### config.mk
export PLATFORM = sky130hd
export DESIGN_NAME = shift_reg_seq_ctrl
export DESIGN_NICKNAME = d
export VERILOG_FILES = /design/src/rtl/shift_reg_seq_ctrl.sv
export SDC_FILE = /design/constraint.sdc
export NUM_CORES = 1
export LEC_CHECK = 0
export CORE_MARGIN = 2
export CORE_UTILIZATION = 40
export CTS_CLUSTER_SIZE = 8
export DETAILED_ROUTE_END_ITERATION = 12
export PLACE_DENSITY = 0.67
export REMOVE_ABC_BUFFERS = 1
export SLEW_MARGIN = 0
export SYNTH_ARGS = -nofsm -noshare
export SYNTH_HDL_FRONTEND = slang
export SYNTH_SLANG_ARGS = --single-unit
### constraint.sdc
create_clock -name clk -period 1.2 [get_ports clk]
set_input_delay 0.24 -clock clk [delete_from_list [all_inputs] [get_ports clk]]
set_output_delay 0.24 -clock clk [all_outputs]
set_load 0.05 [all_outputs]
### src/rtl/shift_reg_seq_ctrl.sv
// Full-duplex shift register engine: loads a word, shifts it out on so while
// capturing si, then presents the captured word with a one-cycle pulse.
module shift_reg_seq_ctrl #(
    parameter int WIDTH     = 4,
    parameter int GAP       = 1,
    parameter bit MSB_FIRST = 1'b1
) (
    input  logic             clk,
    input  logic             rst,
    input  logic [WIDTH-1:0] pi,
    input  logic             pi_valid,
    output logic             pi_ready,
    input  logic             si,
    output logic             so,
    output logic             frame,
    input  logic             abort,
    output logic [WIDTH-1:0] po,
    output logic             po_valid,
    output logic             busy
);

    localparam int CW = $clog2(WIDTH);
    localparam int GW = (GAP > 0) ? $clog2(GAP + 1) : 1;
    localparam int OB = MSB_FIRST ? WIDTH - 1 : 0;

    typedef enum logic [1:0] {
        S_IDLE,
        S_SHIFT,
        S_GAP
    } state_t;

    state_t           r_state;
    logic [WIDTH-1:0] r_shreg;
    logic [CW-1:0]    r_cnt;
    logic [GW-1:0]    r_gap;
    logic [WIDTH-1:0] r_po;
    logic             r_po_valid;
    logic [WIDTH-1:0] w_shifted;
    logic             w_last;

    // si always enters at the end opposite the bit being driven out
    always_comb begin
        if (MSB_FIRST) w_shifted = {r_shreg[WIDTH-2:0], si};
        else           w_shifted = {si, r_shreg[WIDTH-1:1]};
    end

    assign w_last   = (r_cnt == CW'(WIDTH - 1));
    assign pi_ready = (r_state == S_IDLE);
    assign busy     = !pi_ready;
    assign frame    = (r_state == S_SHIFT);
    assign so       = frame & r_shreg[OB];
    assign po       = r_po;
    assign po_valid = r_po_valid;

    always_ff @(posedge clk) begin
        if (rst) begin
            r_state    <= S_IDLE;
            r_shreg    <= '0;
            r_cnt      <= '0;
            r_gap      <= '0;
            r_po       <= '0;
            r_po_valid <= 1'b0;
        end else begin
            r_po_valid <= 1'b0;
            unique case (r_state)
                S_IDLE: begin
                    if (pi_valid) begin
                        r_shreg <= pi;
                        r_cnt   <= '0;
                        r_state <= S_SHIFT;
                    end
                end
                S_SHIFT: begin
                    if (abort) begin
                        r_state <= S_IDLE;
                    end else begin
                        r_shreg <= w_shifted;
                        r_cnt   <= r_cnt + CW'(1);
                        if (w_last) begin
                            r_po       <= w_shifted;
                            r_po_valid <= 1'b1;
                            if (GAP == 0) begin
                                r_state <= S_IDLE;
                            end else begin
                                r_state <= S_GAP;
                                r_gap   <= GW'(GAP);
                            end
                        end
                    end
                end
                S_GAP: begin
                    r_gap <= r_gap - GW'(1);
                    if (r_gap == GW'(1)) r_state <= S_IDLE;
                end
                default: r_state <= S_IDLE;
            endcase
        end
    end

endmodule
## Word-level counts from Yosys, hierarchy flattened

Cells that the tools add are included.

| storage, ports and cells | value |
|---|---|
| input port bits | 9 |
| register bits after elaboration | 14 |
| output and inout bits | 9 |

| operators by class | value |
|---|---|
| reduce and logical (&&, ||, !) cells | 9 |
| bitwise logic cells | 3 |
| $add $sub $neg | 2 |
| eq/ne operators | 8 |
| muxes and demuxes | 15 |

Operators with widths:

| operator | number |
|---|---|
| $mux W2 | 6 |
| $reduce_and A3 Y1 | 4 |
| $mux W4 | 2 |
| $pmux W4 S2 | 1 |
| $ne A2 B2 Y1 const B | 3 |
| $pmux W2 S3 | 1 |
| $eq A2 B2 Y1 const B | 2 |
| $pmux W2 S2 | 1 |
| $reduce_bool A2 Y1 | 2 |
| $mux W1 | 3 |
| $ne A3 B1 Y1 const B | 1 |
| $reduce_or A3 Y1 | 1 |
| $add A2 B1 Y2 const B | 1 |
| $eq A2 B1 Y1 const B | 1 |
| $logic_not A2 Y1 | 1 |
| $ne A2 B1 Y1 const B | 1 |
| $not A1 Y1 | 2 |
| $pmux W1 S2 | 1 |
| $and A1 B1 Y1 | 1 |
| $logic_not A1 Y1 | 1 |
| $sub A1 B1 Y1 const B | 1 |

## Longest topological paths before layout

Gate-level depths: netlist of run 1.

| depth | value |
|---|---|
| depth in word-level cells | 4 |
| depth in mapped cells | 5 |
| gate-level depth less buffers | 4 |

## Least setup slack after synthesis of run 1

OpenSTA, ideal clock, no wires.

| timing | value |
|---|---|
| path type | reg2out |
| from | register r_state[0] |
| to | output port so |
| stages on the path, launching flop included | 4 |
| slack | -0.791 ns |
| arrival time | 1.751 ns |
| cells stage by stage | dfxtp_1 -> buf_6 -> nor2b_1 -> and2_1 |

| on the way | value |
|---|---|
| longest elaborated chain between the ends | 2 |

Ends and longest elaborated chain:

| element | RTL line | source |
|---|---|---|
| start: declaration | 32 | `state_t r_state;` |
| start signal: assignment | 57 | `r_state <= S_IDLE;` |
| start signal: assignment | 70 | `r_state <= S_SHIFT;` |
| start signal: assignment | 75 | `r_state <= S_IDLE;` |
| $eq A2 B1 Y1 | 50 | `assign frame = (r_state == S_SHIFT);` |
| net frame | 15 | `output logic frame,` |
| $and A1 B1 Y1 | 51 | `assign so = frame & r_shreg[OB];` |
| end: declaration | 14 | `output logic so,` |

The timed path passes the listed nets, and every way through them passes these cells.

## Final worst setup path of run 1

| timing | value |
|---|---|
| from | register r_state[0] |
| to | output port pi_ready |

| on the way | value |
|---|---|
| longest elaborated chain between the ends | 1 |

Ends and longest elaborated chain:

| element | RTL line | source |
|---|---|---|
| $logic_not A2 Y1 | 48 | `assign pi_ready = (r_state == S_IDLE);` |
| end: declaration | 12 | `output logic pi_ready,` |

No other way between the ends.

==> results of run 1 <==
logic make-up (layout without fill, tap and decap cells):
kind of cell / after synthesis / after routing / synth area share, %
multiplexers: 4 / 4 / 6.19
adder cells (fa/ha/maj): 1 / 1 / 1.93
buffers and inverters: 9 / 38 / 6.58
AND/OR/NAND/NOR: 31 / 31 / 26.1
AO/OA/AOI/OAI: 13 / 13 / 15.9
flip-flops: 14 / 14 / 43.3
timing repair:
action	4_1_cts	5_1_grt
gates resized for setup	15	17
hold buffers	0	0
setup buffers	3	0
pin swaps	7	4
setup endpoints to repair	13	16
synthesized netlist by cell type, drive strengths merged:
cell type | number | area share, %
or3b | 2 | 2.7
nand2b | 2 | 3.1
nor4b | 1 | 1.4
dfxtp | 14 | 43
nand2 | 2 | 1.2
a31oi | 2 | 1.9
nand4bb | 1 | 1.7
and2b | 1 | 1.2
a21o | 2 | 2.3
a21oi | 3 | 2.3
buf | 2 | 2.5
a2111oi | 4 | 7.0
o21a | 1 | 1.2
ha | 1 | 1.9
mux2i | 4 | 6.2
inv | 5 | 2.9
or2 | 1 | 0.97
nor2 | 16 | 9.3
and2 | 1 | 0.97
clkbuf | 2 | 1.2
nor2b | 1 | 0.97
nand3 | 2 | 1.5
o21bai | 1 | 1.2
or2b | 1 | 1.2
critical path: stages, from the launching register on:
cell,delay [ns]
dfxtp_2,0.34
buf_6,0.11
or2_4,0.25
inv_4,0.06
buf_12,0.12
power by group through the flow:
stage / clock network, uW / logic [uW] / registers, uW
detailed placement: 0 / 211 / 505
floorplan: 0 / 91.7 / 506
finish: 357 / 294 / 497
global placement: 0 / 208 / 505
global route: 379 / 311 / 500
CTS: 355 / 243 / 494
per-layer routing:
metal	vias up	GRT usage, %	part of all wire, %
met2	10	23.8	49
li1	304	-	-
met1	285	22.4	47
met5	-	0	0
met4	0	9.09	1.7
met3	2	4.08	2.5
flip-flops by register name, summed over array words and instances, names as in the netlist:
| signal | cells |
|---|---|
| r_cnt | 2 |
| r_state | 2 |
| r_shreg | 4 |
| po_valid | 1 |
| r_gap | 1 |
| po | 4 |
worst max-delay path by stage:
stage          slack (ns)  cells after the start                    start                      end
6_report            -0.22                      4  r_state[0]$_SDFFE_PP0P_                 pi_ready
3_3_place_gp        -0.38                      4                    abort  r_shreg[3]$_SDFFE_PP0P_
2_1_floorplan       -0.81                      2  r_state[0]$_SDFFE_PP0P_                       so
4_1_cts             -0.22                      4  r_state[0]$_SDFFE_PP0P_                 pi_ready
3_5_place_dp        -0.43                      4                    abort  r_shreg[0]$_SDFFE_PP0P_
5_1_grt             -0.25                      4  r_state[0]$_SDFFE_PP0P_                 pi_ready
layout make-up:
cell class	instances	area, um^2	area share [%]
Clock buffer	4	36.3	3.07
Inverter	5	21.3	1.80
Multi-Input combinational cell	49	449	37.9
Sequential cell	14	283	23.9
Tap cell	16	20.0	1.69
Timing Repair Buffer	29	374	31.6
stage by stage:
stage	std cells	TNS, ns	hold WS [ns]
2_1_floorplan	68	-1.74	0.309
3_3_place_gp	110	-3.65	0.441
3_5_place_dp	110	-3.96	0.446
4_1_cts	117	-1.80	0.477
5_1_grt	117	-2.95	0.529
6_report	117	-2.02	0.493
==> out/qor.yml, run 1 <==
outcome: "complete, but fails checks"
violations: "setup timing"
core_area_um2: 1510
placed_cell_area_um2: 983
ys_seq_area_share_pct: 43.3
area_growth_pct: 83.0
dpl.hpwl_um: 985
synth.avg_cell_area_um2: 8.98
die_height_um: 44.2
finalInstanceArea_um2: 1180
end_kind: "output pin"
final_common_cell: "dfxtp_1"
diodes: 0
fmax_mhz: 704
final_cell_mix: "12 x dfxtp_1, 10 x buf_12, 8 x nor2_1, 8 x clkdlybuf4s50_1, 8 x buf_4"
clk_path_buf_depth: 2
n_fill_cell: 94
die_w_um: 44.2
cp_max_fo: 3
ir_drop_mv: 0.834
switching_power_uw: 322
p_clk_share_pct: 31.1
antenna_found_initial: 0
pwr-share-seq_pct: 43.3
arrival_ns: 1.18
hold_viol: 0
slew_viol_final: 0
r2r_end: "r_shreg[2]$_SDFFE_PP0P_"
yosys_warnings: 0
initial_core_util_pct: 42.9
swShare_pct: 28.1
worstMarginPinSlew_ns: 0.261
reg2reg_depth: 4
io_buffer_count: 17
r2r_setup_slack_ns: -0.16
dr.pass1.iters: 4
clk_pin_slew_ns: 0.09
setup_ws_ns: -0.220
slew_headroom_pct: 82.6
drtAntennaViolNets: 0
wl_per_cell_um: 13.2
syn_inst: 72
setup_viol: 15
dieArea_um2: 1950
hp-start: "r_cnt[1]$_SDFFE_PP0P_"
vias_per_cell: 5.14
maxCapViolations: 0
critPathRequiredTime_ns: 0.96
cts_tree: "done"
grt_pass1_vias: 573
pwr-share-comb_pct: 25.6
synth_area_um2: 647
cts-buffers-inserted: 3
ios: 18
min_period_ns: 1.42
p_total_uw: 1150
cts_max_level: 1
utilization_pct: 78.6
grt_setup_unrepaired: "yes"
regToRegStartpoint: "r_state[0]$_SDFFE_PP0P_"
gp_congestion: 0.723
cp-start-kind: "flip-flop"
power_density_nw_per_um2: 969
grt_use_total_pct: 16.5
drt_iter0_markers: 6
grt_pass1_wl_um: 2390
p_leak_uw: 0.000487
ys_seq_elements: 14
hold_depth: 2
vias: 601
drt-total-wl_um: 1540
root_buffer: "clkbuf_4"
drc: 0
drive_gt1_share_pct: 48.5
grt_max_degree: 15
yosys.cell_types.count: 27
p_int_uw: 825
hold_end: "r_cnt[1]$_SDFFE_PP0P_"
grt_overflow: 0
finalCritPeriodShare_pct: 118
fin_skew_ns: 0.00598
clock_latency_ns: 0.29
cts_sinks: 14
pre_cts_slack_ns: -0.426
num-nets-final: 112
core.rowCount: 14
hp-class: "reg2reg"
worstSetupPathType: "reg2out"
Note: power is estimated with default switching activity, not from simulation.
==> run 2, diff against run 1 <==
CORE_MARGIN = default   (was 2)
==> run 2 against run 1 <==
  * Critical path depth grew 1
  * Design area is 5.2% lower
  * Clock skew fell by 0.0029 ns
  * Highest routed layer unchanged
  * Die area decreased by 8.8%
  * Fmax up 0.25%
  * Sequential power about the same
  * The run still ends with setup timing left
  * Worst hold slack better by 0.0013 ns
  * Core utilization is 4.1 points lower
  * Register-to-register slack got worse by 0.06 ns
  * Critical path type is now reg2reg
  * Sequential share of layout area rose by 1.3 points
==> out/qor.yml, run 2 (synthesis gave the netlist of run 1 again) <==
setup_ws_ns: -0.216  # was -0.220 ns
r2r_setup_slack_ns: -0.22  # was -0.16 ns
clock_latency_ns: 0.28  # was 0.29 ns
finalCritPeriodShare_pct: 118  # about the same
path_cells: "buf_4 -> buf_4 -> or3b_4 -> nor2_1 -> a2111oi_2"  # was buf_6 -> or2_4 -> inv_4 -> buf_12
clk_path_buf_depth: 2  # unchanged
regToRegStartpoint: "r_state[0]$_SDFFE_PP0P_"  # unchanged
hp-class: "reg2reg"  # unchanged
cts_max_level: 1  # unchanged
grt_pass1_vias: 561  # was 573
p_leak_uw: 0.000480  # was 0.000487 uW
p_total_uw: 1030  # was 1150 uW
antenna_found_initial: 0  # unchanged
area_growth_pct: 73.5  # was 83.0%
worstSetupPathType: "reg2reg"  # was reg2out
drtAntennaViolNets: 0  # unchanged
placed_cell_area_um2: 986  # was 983 um^2
setup_viol: 15  # unchanged
drc: 0  # unchanged
hold_end: "r_cnt[1]$_SDFFE_PP0P_"  # unchanged
ctsHoldBuffers: 0  # unchanged
grt_overflow: 0  # unchanged
grt_setup_unrepaired: "yes"  # unchanged
initial_core_util_pct: 42.9  # unchanged
gp_congestion: 0.755  # was 0.723
r2r_end: "r_shreg[3]$_SDFFE_PP0P_"  # was r_shreg[2]$_SDFFE_PP0P_
slew_headroom_pct: 69.0  # was 82.6%
final_cell_mix: "12 x nor2_1, 12 x dfxtp_1, 10 x buf_4"  # was 12 x dfxtp_1, 10 x buf_12, 8 x nor2_1, 8 x clkdlybuf4s50_1, 8 x buf_4
drive_gt1_share_pct: 45.5  # was 48.5%
die_height_um: 42.2  # was 44.2 um
die_w_um: 42.2  # was 44.2 um
worstMarginPinSlew_ns: 0.463  # was 0.261 ns
reg2reg_depth: 5  # was 4
fin_skew_ns: 0.00312  # was 0.00598 ns
core.rowCount: 14  # unchanged
power_density_nw_per_um2: 914  # was 969 nW/um^2
startpoint: "r_state[0]$_SDFFE_PP0P_"  # unchanged
hold_depth: 2  # unchanged
cp-start-kind: "flip-flop"  # unchanged
min_period_ns: 1.42  # about the same
slew_viol_final: 0  # unchanged
crit_top_cell: "buf_4"
grt_max_degree: 8  # was 15
cts-buffers-inserted: 3  # unchanged
clk_pin_slew_ns: 0.08  # was 0.09 ns
grt_use_total_pct: 16.7  # was 16.5%
n_fill_cell: 105  # was 94
wl_per_cell_um: 13.0  # was 13.2 um
critPathRequiredTime_ns: 1.36  # was 0.96 ns
pre_cts_slack_ns: -0.406  # was -0.426 ns
core_area_um2: 1510  # unchanged
ir_drop_mv: 0.526  # was 0.834 mV
end_kind: "flip-flop"  # was output pin
grt_pass1_wl_um: 2300  # was 2390 um
vias: 609  # was 601
hp-start: "r_cnt[1]$_SDFFE_PP0P_"  # unchanged
violations: "setup timing"  # unchanged
drt-total-wl_um: 1530  # was 1540 um
root_buffer: "clkbuf_4"  # unchanged
critPathMaxStageDelay_ns: 0.36  # was 0.34 ns
outcome: "complete, but fails checks"  # unchanged
diodes: 0  # unchanged
finalSetupTns_ns: -2.13  # was -2.02 ns
arrival_ns: 1.58  # was 1.18 ns
cts_tree: "done"  # unchanged
fmax_mhz: 706  # was 704 MHz
maxCapViolations: 0  # unchanged
dpl.hpwl_um: 982  # was 985 um
drt_iter0_markers: 10  # was 6
ios: 18  # unchanged
finalInstanceArea_um2: 1120  # was 1180 um^2
hold_viol: 0  # unchanged
cts_sinks: 14  # unchanged
utilization_pct: 74.5  # was 78.6%
vias_per_cell: 5.21  # was 5.14
dieArea_um2: 1780  # was 1950 um^2
num-nets-final: 113  # was 112
cp_max_fo: 5  # was 3
io_buffer_count: 17  # unchanged
dr.pass1.iters: 4  # unchanged
cpMaxStageDelayCell: "a2111oi_2"  # was dfxtp_2
==> run 2: changes by cell type in the layout (fill, tap and decap cells not counted), sizes merged <==
| cell | before | now |
|---|---|---|
| clkbuf | 4 | 3 |
| buf | 21 | 22 |
==> run 2: worst max path at each step <==
stage / endpoint / slack, ns / cells after the start
after floorplan: so / -0.81 / 2
after global placement: r_shreg[0]$_SDFFE_PP0P_ / -0.40 / 4
after detailed placement: r_shreg[2]$_SDFFE_PP0P_ / -0.41 / 4
after CTS: pi_ready / -0.19 / 4
after global routing: r_shreg[3]$_SDFFE_PP0P_ / -0.30 / 5
final: r_shreg[3]$_SDFFE_PP0P_ / -0.22 / 5
==> run 2: timing repair <==
action / CTS / global route
pin swaps: 3 / 2
setup buffers: 2 / 0
resized for setup: 11 / 13
hold endpoints to repair: 0 / 0
setup endpoints to repair: 13 / 17
gates cloned: 0 / 0
==> run 2: metrics by stage <==
step,cells,hold WS [ns]
after floorplan,68,0.309
after global placement,112,0.443
after detailed placement,112,0.450
after CTS,117,0.467
after global routing,117,0.530
final,117,0.494
==> run 2: power by group <==
part	internal, uW	switching, uW	leakage (uW)	total [uW]
combinational	142	123	0.000351	266
sequential	483	13.0	0.000115	496
clock	116	148	0.0000138	264
total	741	284	0.000480	1030
==> run 2: per-layer routing <==
metal | routed length [um] | vias up | track usage, %
met5 | 0 | - | 0
met4 | 12 | 0 | 5.63
met3 | 36 | 2 | 2.59
met2 | 823 | 10 | 28.0
met1 | 654 | 287 | 21.6
li1 | - | 310 | -
==> run 2: final cells by class <==
| class | count | area (um^2) | share of cell area, % |
|---|---|---|---|
| clock buffer | 3 | 22.5 | 2.01 |
| inverter | 5 | 18.8 | 1.67 |
| multi-input combinational | 49 | 409 | 36.5 |
| sequential | 14 | 283 | 25.2 |
| tap | 16 | 20.0 | 1.78 |
| timing repair buffer | 30 | 369 | 32.9 |
==> run 2: worst max-delay path: cells and delay by family, from the launching register on <==
family,cells,cell delay [ns]
AOI/OAI and AO/OA,1,0.36
DFF,1,0.33
buffers and inverters,2,0.27
and+or+nand+nor,2,0.33
==> run 3, diff against run 2 <==
--- a/constraint.sdc
+++ b/constraint.sdc
@@ -3,2 +3,2 @@
 set_output_delay 0.24 -clock clk [all_outputs]
-set_load 0.05 [all_outputs]
+set_load 0.005 [all_outputs]
==> run 3 against run 2 <==
  * Total power rose by 1.7%
  * Register-to-register slack improved by 0.02 ns
  * Via count rose by 2.8%
  * Clock skew rose by 0.0015 ns
  * Global-route usage rose by 2.9 points
  * The flow finishes with violations (DRC, setup timing)
  * First-iteration DRC count rose by 80%
  * Combinational power fell by 22%
  * Largest cell class unchanged
  * Design area fell by 6.9%
  * Clock-buffer cell count rose by 1
  * Fmax rose by 1.1%
==> out/qor.yml, run 3 (synthesis gave the netlist of run 1 again) <==
outcome: "complete, but fails checks"  # unchanged
violations: "DRC, setup timing"  # was setup timing
arrival_ns: 1.58  # about the same
end_kind: "flip-flop"  # unchanged
ir_drop_mv: 0.566  # was 0.526 mV
m1WireLength_um: 704  # was 654 um
hp-class: "reg2reg"  # unchanged
reg2reg_depth: 5  # unchanged
drtAntennaViolNets: 0  # unchanged
setup_viol: 14  # was 15
drt-total-wl_um: 1610  # was 1530 um
dr_wl_met2_um: 823  # unchanged
root_buffer: "clkbuf_4"  # unchanged
die_height_um: 42.2  # unchanged
grt_max_degree: 11  # was 8
cp-start-kind: "flip-flop"  # unchanged
gp_congestion: 0.747  # was 0.755
ctsHoldBuffers: 0  # unchanged
hold_end: "r_cnt[1]$_SDFFE_PP0P_"  # unchanged
vias_per_cell: 5.26  # was 5.21
cts-buffers-inserted: 3  # unchanged
min_period_ns: 1.40  # was 1.42 ns
fmax_mhz: 714  # was 706 MHz
dr.pass1.iters: 8  # was 4
die_w_um: 42.2  # unchanged
hold_viol: 0  # unchanged
antenna_found_initial: 0  # unchanged
cp_max_fo: 5  # unchanged
critPathRequiredTime_ns: 1.38  # was 1.36 ns
clk_pin_slew_ns: 0.08  # about the same
grt_setup_unrepaired: "yes"  # unchanged
area_growth_pct: 61.5  # was 73.5%
finalCritPeriodShare_pct: 117  # was 118%
ios: 18  # unchanged
slew_headroom_pct: 83.5  # was 69.0%
grt_pass1_vias: 603  # was 561
fin_skew_ns: 0.00464  # was 0.00312 ns
power_density_nw_per_um2: 998  # was 914 nW/um^2
wl_per_cell_um: 13.5  # was 13.0 um
worstMarginPinSlew_ns: 0.248  # was 0.463 ns
grt_use_total_pct: 19.6  # was 16.7%
drc: 1  # was 0
n_fill_cell: 114  # was 105
top_layer: "met4"  # unchanged
dpl.hpwl_um: 948  # was 982 um
dr_wl_met3_um: 66  # was 36 um
vias: 626  # was 609
diodes: 0  # unchanged
grt_overflow: 0  # unchanged
core_area_um2: 1510  # unchanged
regToRegStartpoint: "r_state[0]$_SDFFE_PP0P_"  # unchanged
whs_ns: 0.494  # about the same
r2r_setup_slack_ns: -0.20  # was -0.22 ns
grt_pass1_wl_um: 2620  # was 2300 um
cts_tree: "done"  # unchanged
final_cell_mix: "16 x nor2_1, 10 x buf_4, 9 x dfxtp_1"  # was 12 x nor2_1, 12 x dfxtp_1, 10 x buf_4
hp-start: "r_cnt[1]$_SDFFE_PP0P_"  # unchanged
slew_viol_final: 0  # unchanged
clk_path_buf_depth: 2  # unchanged
utilization_pct: 69.4  # was 74.5%
num-nets-final: 114  # was 113
r2r_end: "r_shreg[1]$_SDFFE_PP0P_"  # was r_shreg[3]$_SDFFE_PP0P_
drt_iter0_markers: 18  # was 10
cts_max_level: 1  # unchanged
final_common_cell: "nor2_1"
initial_core_util_pct: 42.9  # unchanged
hold_depth: 2  # unchanged
setup_ws_ns: -0.201  # was -0.216 ns
maxCapViolations: 0  # unchanged
pre_cts_slack_ns: -0.446  # was -0.406 ns
cts_sinks: 14  # unchanged
clock_latency_ns: 0.28  # about the same
io_buffer_count: 17  # unchanged
worstSetupPathType: "reg2reg"  # unchanged
core.rowCount: 14  # unchanged
p_leak_uw: 0.000477  # was 0.000480 uW
dieArea_um2: 1780  # unchanged
drive_gt1_share_pct: 37.9  # was 45.5%
==> run 3: cell types whose count changed in the layout (fill, tap and decap cells not counted), sizes merged <==
cell,previous run,this run
buf,22,17
clkbuf,3,5
dlygate4sd2,0,5
==> run 3: timing repair <==
action | CTS | global route
setup endpoints to repair | 18 | 18
buffers inserted | 5 | 0
gates cloned | 0 | 0
gates resized for setup | 36 | 10
pin swaps | 9 | 4
==> run 3: area by class of cell <==
class                   count  area (um^2)  area share (%)
multi-input cells          49          407            38.9
well taps                  16         20.0            1.92
flip-flops and latches     14          287            27.4
clock buffers               4         36.3            3.47
inverters                   5         18.8            1.80
repair buffers             31          277            26.5
==> run 3: report_power, final <==
group | leakage [uW] | switching (uW) | internal [uW]
logic | 0.000340 | 88.8 | 119
registers | 0.000116 | 13.1 | 483
clock network | 0.0000210 | 155 | 184
==> run 3: through the flow <==
| step | std cells | total power (uW) | area (um^2) | setup TNS (ns) |
|---|---|---|---|---|
| floorplan | 68 | 567 | 623 | -0.465 |
| global placement | 111 | 654 | 888 | -4.09 |
| detailed placement | 111 | 656 | 888 | -4.35 |
| CTS | 120 | 1030 | 1000 | -2.10 |
| global route | 119 | 1100 | 1040 | -2.42 |
| finish | 119 | 1040 | 1040 | -1.55 |
==> run 3: routing by layer <==
metal | up-vias | global-route usage [%]
met5 | - | 0
li1 | 307 | -
met2 | 17 | 32.3
met3 | 4 | 3.02
met1 | 298 | 23.9
met4 | 0 | 11.3
==> run 3: how the worst max path moves through the flow <==
stage	cells past startpoint	slack, ns	endpoint	start
2_1_floorplan	3	-0.12	r_shreg[0]$_SDFFE_PP0P_	r_state[0]$_SDFFE_PP0P_
3_3_place_gp	4	-0.41	r_shreg[2]$_SDFFE_PP0P_	abort
3_5_place_dp	4	-0.45	r_shreg[2]$_SDFFE_PP0P_	abort
4_1_cts	5	-0.21	r_shreg[1]$_SDFFE_PP0P_	r_state[0]$_SDFFE_PP0P_
5_1_grt	5	-0.28	r_shreg[1]$_SDFFE_PP0P_	r_state[0]$_SDFFE_PP0P_
6_report	5	-0.20	r_shreg[1]$_SDFFE_PP0P_	r_state[0]$_SDFFE_PP0P_
==> run 3: worst max-delay path: stages (launching register included) <==
cell and delay (ns):
dfxtp_2 0.34, buf_6 0.09, buf_6 0.10, or2b_1 0.24
a21o_4 0.25, a2111oi_4 0.29
